--- src/rtl/fetch_unit.sv ---
// Instruction fetch sequencer: drives the ROM strobe and address, captures the
// returned word into ir and hands it downstream with a valid/ack handshake.
//
// state | meaning
// IDLE  | waiting for stall and halted to clear before starting a fetch
// FETCH | oeb high for one cycle, ROM reads at pc
// LATCH | ROM output settling, captured into ir on exit
// VALID | ir presented downstream until ir_ack
module fetch_unit #(
   parameter int Awidth = 3,
   parameter int Dwidth = 16
) (
   input  logic              clk,
   input  logic              rst,
   output logic              oeb,
   output logic [Awidth-1:0] pc,
   input  logic [Dwidth-1:0] inst,
   output logic [Dwidth-1:0] ir,
   output logic              ir_valid,
   input  logic              ir_ack,
   input  logic              branch_en,
   input  logic [Awidth-1:0] branch_target,
   input  logic              stall,
   input  logic              halt,
   output logic              halted
);

   typedef enum logic [1:0] {IDLE, FETCH, LATCH, VALID} state_t;

   state_t            state, state_next;
   logic [Awidth-1:0] pc_next;
   logic [Dwidth-1:0] ir_next;
   logic              ir_valid_next;

   always_comb begin
      state_next    = state;
      pc_next       = pc;
      ir_next       = ir;
      ir_valid_next = ir_valid;
      case (state)
         IDLE: begin
            if (!stall && !halted) state_next = FETCH;
         end
         FETCH: state_next = LATCH;
         LATCH: begin
            state_next    = VALID;
            ir_next       = inst;
            ir_valid_next = 1'b1;
         end
         VALID: begin
            if (ir_ack) begin
               ir_valid_next = 1'b0;
               pc_next       = branch_en ? branch_target : pc + 1'b1;
               // a halt arriving on the ack edge itself must already block the next fetch
               state_next    = (!stall && !halted && !halt) ? FETCH : IDLE;
            end
         end
         default: state_next = IDLE;
      endcase
   end

   always_ff @(posedge clk) begin
      if (rst) begin
         state    <= IDLE;
         pc       <= '0;
         oeb      <= 1'b0;
         ir       <= '0;
         ir_valid <= 1'b0;
         halted   <= 1'b0;
      end else begin
         state    <= state_next;
         pc       <= pc_next;
         oeb      <= (state_next == FETCH);
         ir       <= ir_next;
         ir_valid <= ir_valid_next;
         halted   <= halted | halt;
      end
   end

endmodule
--- config.mk ---
export PLATFORM = sky130hd
export DESIGN_NAME = fetch_unit
export DESIGN_NICKNAME = d
export VERILOG_FILES = /design/src/rtl/fetch_unit.sv
export SDC_FILE = /design/constraint.sdc
export NUM_CORES = 1
export LEC_CHECK = 0
export BUFFER_PORTS_ARGS = -buffer_cell sky130_fd_sc_hd__clkbuf_2
export CAP_MARGIN = 20
export CORE_AREA = 2 2 50 52
export CTS_CLUSTER_SIZE = 28
export DETAILED_ROUTE_END_ITERATION = 16
export DIE_AREA = 0 0 52 54
export GPL_TIMING_DRIVEN = 0
export PLACE_DENSITY = 0.74
export SLEW_MARGIN = 20
export SYNTH_ARGS = -nofsm -noshare
export SYNTH_HDL_FRONTEND = slang
export SYNTH_SLANG_ARGS = --single-unit
export TNS_END_PERCENT = 50
--- constraint.sdc ---
create_clock -name clk -period 1.46 [get_ports clk]
set_input_delay 0 -clock clk [delete_from_list [all_inputs] [get_ports clk]]
set_output_delay 0 -clock clk [all_outputs]
set_load 0.01 [all_outputs]
==> metrics.txt, run 1 <==
run status finished, final reports clean; crit end category flip-flop; Fillers 200; Pleak 0.645 nW; DR vias just over 1000; Syn Inst Count 111; area share of the largest cell type after synthesis between 50% and 60%; final wirelength 2470 microns; initial core utilization 40.9%; largest net degree at the start of global routing 14; Layout Skew 0.00233 ns; Core ar. approximately 2300 sq um; maximum root-to-sink buffer count 2; clock latency on the worst-skew pair 0.31 ns; flop2flop setup slack about 0.28 ns; post-synthesis cell type with the largest combined area dfxtp_1; die width 52 microns; RR Startpoint state[1]$_SDFF_PP0_; Cell Area, Synth 950 sq um; Ys Warns 0; R2R cell count 5; CTS Buf Count 3; total global routing overflow 0; library cells used by synthesis 27; CTS HTree Levels 1; Inserted Diodes 0; Peak VDD IR 547 uV; Min-Delay Startpoint ir_ack; GRT Total Usage 19.3%; Final Power 1.35 mW; fin cells roughly 210; first-pass GRT wire length 3980 microns; Max Cap Viol 0; DR iter-0 viols 9; drt wl/cell 11.6 microns; Via density 4.81; crit start category flip-flop; Root Driver clkbuf_4; max-slew violations 0; hold worst-path end state[0]$_SDFF_PP0_; register area about 480 sq um; CTS tree done; clock power share 25.6%; total die area 2810 sq um; ranking of synthesized cells by area dfxtp_1 (51%), nand2_1 (13%), a21oi_2 (9.2%); Residual DRC 0; Worst EP required 1.71 ns; cell internal pwr approximately 0.99 mW; gpl congestion about 0.67; reg2reg end ir[5]$_SDFFE_PP0P_; min Tclk post-route 1.18 ns; Post-Route Utilization 63.1%; flops & latches, synth 24; Layout Nets roughly 210; fin crit share 80.8%; Syn Area/Cell 8.56 sq um; Area Growth Syn to Fin 54.1%; I/O pin total 47; row cnt 18; Sink Count 24; worst endpoint data arrival time 1.43 ns; syn nets 137; setup_tns 0 ns; port buffer count 46; layout cell share with drive strength beyond 1 between 30% and 40%; initial antenna violation count 0; Fmax achieved 848 MHz; post-synthesis sequential area ratio 50.6%; crit path kind reg -> reg; PD cells about 920 nW/um^2; post-CTS sizing 0; Clock transition at path regs 0.13 ns; Switching Share 26.7%; min-delay worst type in -> reg; power share of the sequential group between 50% and 60%; Slew headroom 66.7%; number of global-route vias before repair 969; worst-margin pin slew around 0.5 ns; Comb power frac 20.6%; dpl hpwl about 1600 microns; die height 54 microns; net switching power 0.362 mW; placed insts between 150 and 200; Min Hold Slack approximately 0.024 ns; Crit Path Max Fanout 10; unrepaired setup endpoints after global routing false; final setup vio count 0; final hold violations 0; multi-input logic area 418 sq um; hold depth 4; DRT antenna net count 0; DRT Pass-1 Iters 4
[metrics by stage]
step / instance area [sq um] / setup WS, ns
after floorplan: 950 / 0.440
after global placement: 1220 / 0.340
after detailed placement: 1220 / 0.322
after CTS: 1460 / 0.287
after global routing: 1460 / 0.161
final: 1460 / 0.280
[placed cells by master, fill, tap and decap left out]
cell type / n
buf_1: 1
buf_2: 2
ha_1: 1
dfxtp_1: 24
a21oi_1: 9
nor3b_1: 1
a21oi_2: 10
o21ai_0: 3
or3_1: 1
a211oi_1: 1
buf_6: 1
buf_4: 3
nor2b_1: 1
mux2i_1: 1
dlygate4sd3_1: 21
o21bai_1: 1
nand2b_1: 1
a31oi_1: 1
clkbuf_8: 1
clkbuf_2: 46
clkbuf_4: 3
nand3_1: 1
nand2_1: 34
nor2_1: 7
and3_1: 1
o31ai_1: 1
and2_1: 1
nand3_2: 1
inv_1: 1
nor3_1: 1
nor4_1: 1
[layout make-up]
cell class	instances	area share (%)
multi-input cells	79	28.5
clock buffers	4	2.48
repair buffers	67	30.1
flip-flops and latches	24	32.8
plain buffers	7	3.25
well taps	30	2.56
inverters	1	0.256
[timing repair]
action / in CTS / in global routing
hold buffers: 21 / 0
setup buffers: 0 / 0
endpoints found under the hold margin: 21 / 0
[metal layers]
layer  up-vias  share of wire [%]  track usage [%]
met4         0               0.41             8.77
met5         -                  0                0
met3         2                4.7             3.06
li1        506                  -                -
met1       480                 40             20.3
met2        31                 55             37.6
[logic make-up (layout without fill, tap and decap cells)]
group                      count (synthesis)  in the layout  synth area share, %
buffers and inverters                      8             79                 5.40
AOI/OAI and AO/OA                         26             26                 18.6
adders and majority gates                  1              1                 1.32
muxes                                      1              1                 1.05
DFF                                       24             24                 50.6
and+or+nand+nor                           51             51                 23.1
[worst max path at each step]
stage / startpoint / to / slack, ns / cells past startpoint
floorplan: state[0]$_SDFF_PP0_ / ir[0]$_SDFFE_PP0P_ / 0.44 / 5
global route: state[1]$_SDFF_PP0_ / ir[5]$_SDFFE_PP0P_ / 0.16 / 5
global placement: state[0]$_SDFF_PP0_ / ir[14]$_SDFFE_PP0P_ / 0.34 / 5
detailed placement: state[0]$_SDFF_PP0_ / ir[1]$_SDFFE_PP0P_ / 0.32 / 5
finish: state[1]$_SDFF_PP0_ / ir[5]$_SDFFE_PP0P_ / 0.28 / 5
CTS: state[0]$_SDFF_PP0_ / ir[1]$_SDFFE_PP0P_ / 0.29 / 5
[power by group through the flow]
stage,clock network (mW),registers [mW],logic (mW)
2_1_floorplan,0,0.755,0.119
3_3_place_gp,0,0.740,0.225
3_5_place_dp,0,0.741,0.233
4_1_cts,0.359,0.727,0.278
5_1_grt,0.378,0.733,0.309
6_report,0.346,0.727,0.279
[cell usage after synthesis]
cell,instances
o21ai_0,3
buf_4,3
a211oi_1,1
dfxtp_1,24
o31ai_1,1
buf_2,2
ha_1,1
a21oi_1,9
nand3_1,1
mux2i_1,1
nand2b_1,1
and2_1,1
nor2_1,7
or3_1,1
buf_6,1
a31oi_1,1
inv_1,1
a21oi_2,10
nor3b_1,1
nor3_1,1
and3_1,1
nor2b_1,1
buf_1,1
o21bai_1,1
nor4_1,1
nand3_2,1
nand2_1,34
[sequential cells by signal, summed over array words and instances, names as in the netlist]
| signal | count |
|---|---|
| state | 2 |
| oeb | 1 |
| halted | 1 |
| ir | 16 |
| pc | 3 |
| ir_valid | 1 |
[worst max-delay path: stages (launching register included)]
cell     delay (ns)
dfxtp_1        0.45
nor2b_1        0.17
buf_4          0.17
buf_6          0.14
nand2_1        0.08
a21oi_2        0.11
Note: power is estimated with default switching activity, not from simulation.
==> run 2, diff against run 1 <==
==> constraint.sdc (replaced) <==
create_clock -name clk -period 1.1 [get_ports clk]
set_input_delay 0 -clock clk [delete_from_list [all_inputs] [get_ports clk]]
set_output_delay 0 -clock clk [all_outputs]
set_load 0.01 [all_outputs]
==> metrics.txt, run 2 (synthesized netlist as in run 1, its figures left out) <==
most common cell after layout, fill and taps aside clkbuf_2 (unchanged); Final WS setup 0.0354 ns (was 0.280 ns); Biggest register ir (unchanged); hold depth 4 (unchanged); worst endpoint data arrival time 1.32 ns (was 1.43 ns); Area Growth Syn to Fin 59.8% (was 54.1%); die height 54 microns (unchanged); Max Cap Viol 0 (unchanged); Crit path max-delay family flip-flops (unchanged); initial antenna violation count 0 (unchanged); initial core utilization 40.9% (unchanged); clock power share 25.0% (was 25.6%); row cnt 18 (unchanged); final hold violations 0 (unchanged); run status finished, final reports clean (unchanged); DR iter-0 viols 9 (unchanged); Pleak 0.674 nW (was 0.645 nW); Worst EP required 1.36 ns (was 1.71 ns); I/O pin total 47 (unchanged); DRT Pass-1 Iters 4 (unchanged); max-slew violations 0 (unchanged); fin crit share 96.8% (was 80.8%); Min Hold Slack 0.0161 ns (was 0.0241 ns); final setup vio count 0 (unchanged); CTS HTree Levels 1 (unchanged); crit path buf inv count 2 (unchanged); Peak VDD IR 738 uV (was 547 uV); final wirelength 2620 microns (was 2470 microns); most frequent cells in the layout clkbuf_2 (47), nand2_1 (34), dlygate4sd3_1 (21) (was clkbuf_2 (46), nand2_1 (34), dfxtp_1 (24)); Comb power frac 22.4% (was 20.6%); maximum root-to-sink buffer count 2 (unchanged); GRT Total Usage 19.9% (was 19.3%); layout cell share with drive strength beyond 1 41.1% (was 36.8%); R2R cell count 5 (unchanged); Regs by FF count ir x16, pc x3, state x2 (unchanged); port buffer count 46 (unchanged); CTS Buf Count 3 (unchanged); Via density 4.85 (was 4.81); total global routing overflow 0 (unchanged); DR vias 1043 (was 1019); dpl hpwl 1630 microns (unchanged); crit start category flip-flop (unchanged); drt wl/cell 12.2 microns (was 11.6 microns); DRT antenna net count 0 (unchanged); CP Depth 5 (unchanged); total die area 2810 sq um (unchanged); Layout Nets 212 (was 209); crit end category flip-flop (unchanged); CTS tree done (unchanged); Fmax achieved 939 MHz (was 848 MHz); Switching Share 27.0% (was 26.7%); cell internal pwr 1.35 mW (was 0.991 mW); Clock transition at path regs 0.13 ns (about the same); Layout Skew 0.00174 ns (was 0.00233 ns); gpl congestion 0.667 (unchanged); critical path's slowest cell dfxtp_4 (was dfxtp_1); Inserted Diodes 0 (unchanged); min Tclk post-route 1.06 ns (was 1.18 ns); setup_tns 0 ns (unchanged); max reg flops 16 (unchanged); crit path cell chain nor2b_2 > buf_6 > buf_4 > nand2_1 > a21oi_2 (was nor2b_1 > buf_4 > buf_6 > nand2_1 > a21oi_2); largest net degree at the start of global routing 14 (unchanged); clock latency on the worst-skew pair 0.31 ns (about the same); Crit Path Max Fanout 7 (was 10); worst-margin pin slew 0.250 ns (was 0.499 ns); unrepaired setup endpoints after global routing true (was false); Slew headroom 83.2% (was 66.7%); first-pass GRT wire length 4100 microns (was 3980 microns); Core ar. 2320 sq um (unchanged); PD cells 1210 nW/um^2 (was 924 nW/um^2); number of global-route vias before repair 992 (was 969); crit path kind reg -> reg (unchanged); net switching power 0.497 mW (was 0.362 mW); slowest cell delay on critical path 0.40 ns (was 0.45 ns); power share of the sequential group 52.6% (was 53.7%); dpl cell area 1220 sq um (unchanged); Setup WS pre-CTS -0.0376 ns (was 0.322 ns); min-delay worst type in -> reg (unchanged); final instance area 1520 sq um (was 1460 sq um); Root Driver clkbuf_4 (unchanged); die width 52 microns (unchanged); Residual DRC 0 (unchanged); Sink Count 24 (unchanged)
==> run 2: changes by cell type in the layout (fill, tap and decap cells not counted), moves of 2 or more <==
cell,change
dfxtp_2,+2
buf_6,+2
dfxtp_1,-4
dfxtp_4,+2
==> run 2: repair_timing <==
action                                  in CTS  in global routing
pin swaps                                    0                  1
cloned                                       0                  1
endpoints found under the hold margin       21                  0
resized for setup                            4                 12
hold buffers                                21                  0
setup buffers                                0                  2
endpoints found under the setup margin      12                 19
==> run 2: path summary, 6_finish.rpt <==
| kind | start | endpoint | slack, ns |
|---|---|---|---|
| worst max-delay path | state[1]$_SDFF_PP0_ | ir[1]$_SDFFE_PP0P_ | 0.04 |
| worst min-delay path | ir_ack | state[0]$_SDFF_PP0_ | 0.02 |
| worst max register to register | state[1]$_SDFF_PP0_ | ir[1]$_SDFFE_PP0P_ | 0.04 |
| worst min register to register | ir[10]$_SDFFE_PP0P_ | ir[10]$_SDFFE_PP0P_ | 0.47 |
==> run 2: per-layer routing <==
| layer | track usage [%] | up-vias | wire (microns) |
|---|---|---|---|
| met4 | 9.21 | 0 | 10 |
| met5 | 0 | - | 0 |
| met2 | 38.4 | 29 | 1460 |
| li1 | - | 515 | - |
| met3 | 3.06 | 2 | 118 |
| met1 | 21.2 | 497 | 1030 |
==> run 2: worst min-delay path: cells and delay by family <==
| family | cells | cell delay [ns] |
|---|---|---|
| buffers and inverters | 1 | 0.11 |
| AND/OR/NAND/NOR | 1 | 0.07 |
| AO/OA/AOI/OAI | 2 | 0.12 |
==> run 2: cell type report <==
| cell class | instances | area [sq um] |
|---|---|---|
| fill | 193 | 802 |
| sequential | 24 | 490 |
| timing repair buffer | 70 | 463 |
| multi-input combinational | 79 | 420 |
| buffer | 7 | 66.3 |
| tap | 30 | 37.5 |
| clock buffer | 4 | 36.3 |
| inverter | 1 | 3.75 |
==> run 2: stage by stage <==
stage | power, mW | utilization, % | std cells
after CTS | 1.82 | 63.5 | 212
after detailed placement | 1.29 | 52.5 | 187
after floorplan | 1.16 | - | 111
final | 1.84 | 65.4 | 215
after global placement | 1.28 | 52.5 | 187
after global routing | 1.93 | 65.4 | 215
==> run 2: power by group through the flow <==
| stage | Combinational [mW] | Clock [mW] | Sequential (mW) |
|---|---|---|---|
| finish | 0.412 | 0.461 | 0.969 |
| global route | 0.452 | 0.501 | 0.976 |
| CTS | 0.373 | 0.477 | 0.966 |
| detailed placement | 0.310 | 0 | 0.983 |
| global placement | 0.299 | 0 | 0.982 |
| floorplan | 0.158 | 0 | 1.00 |
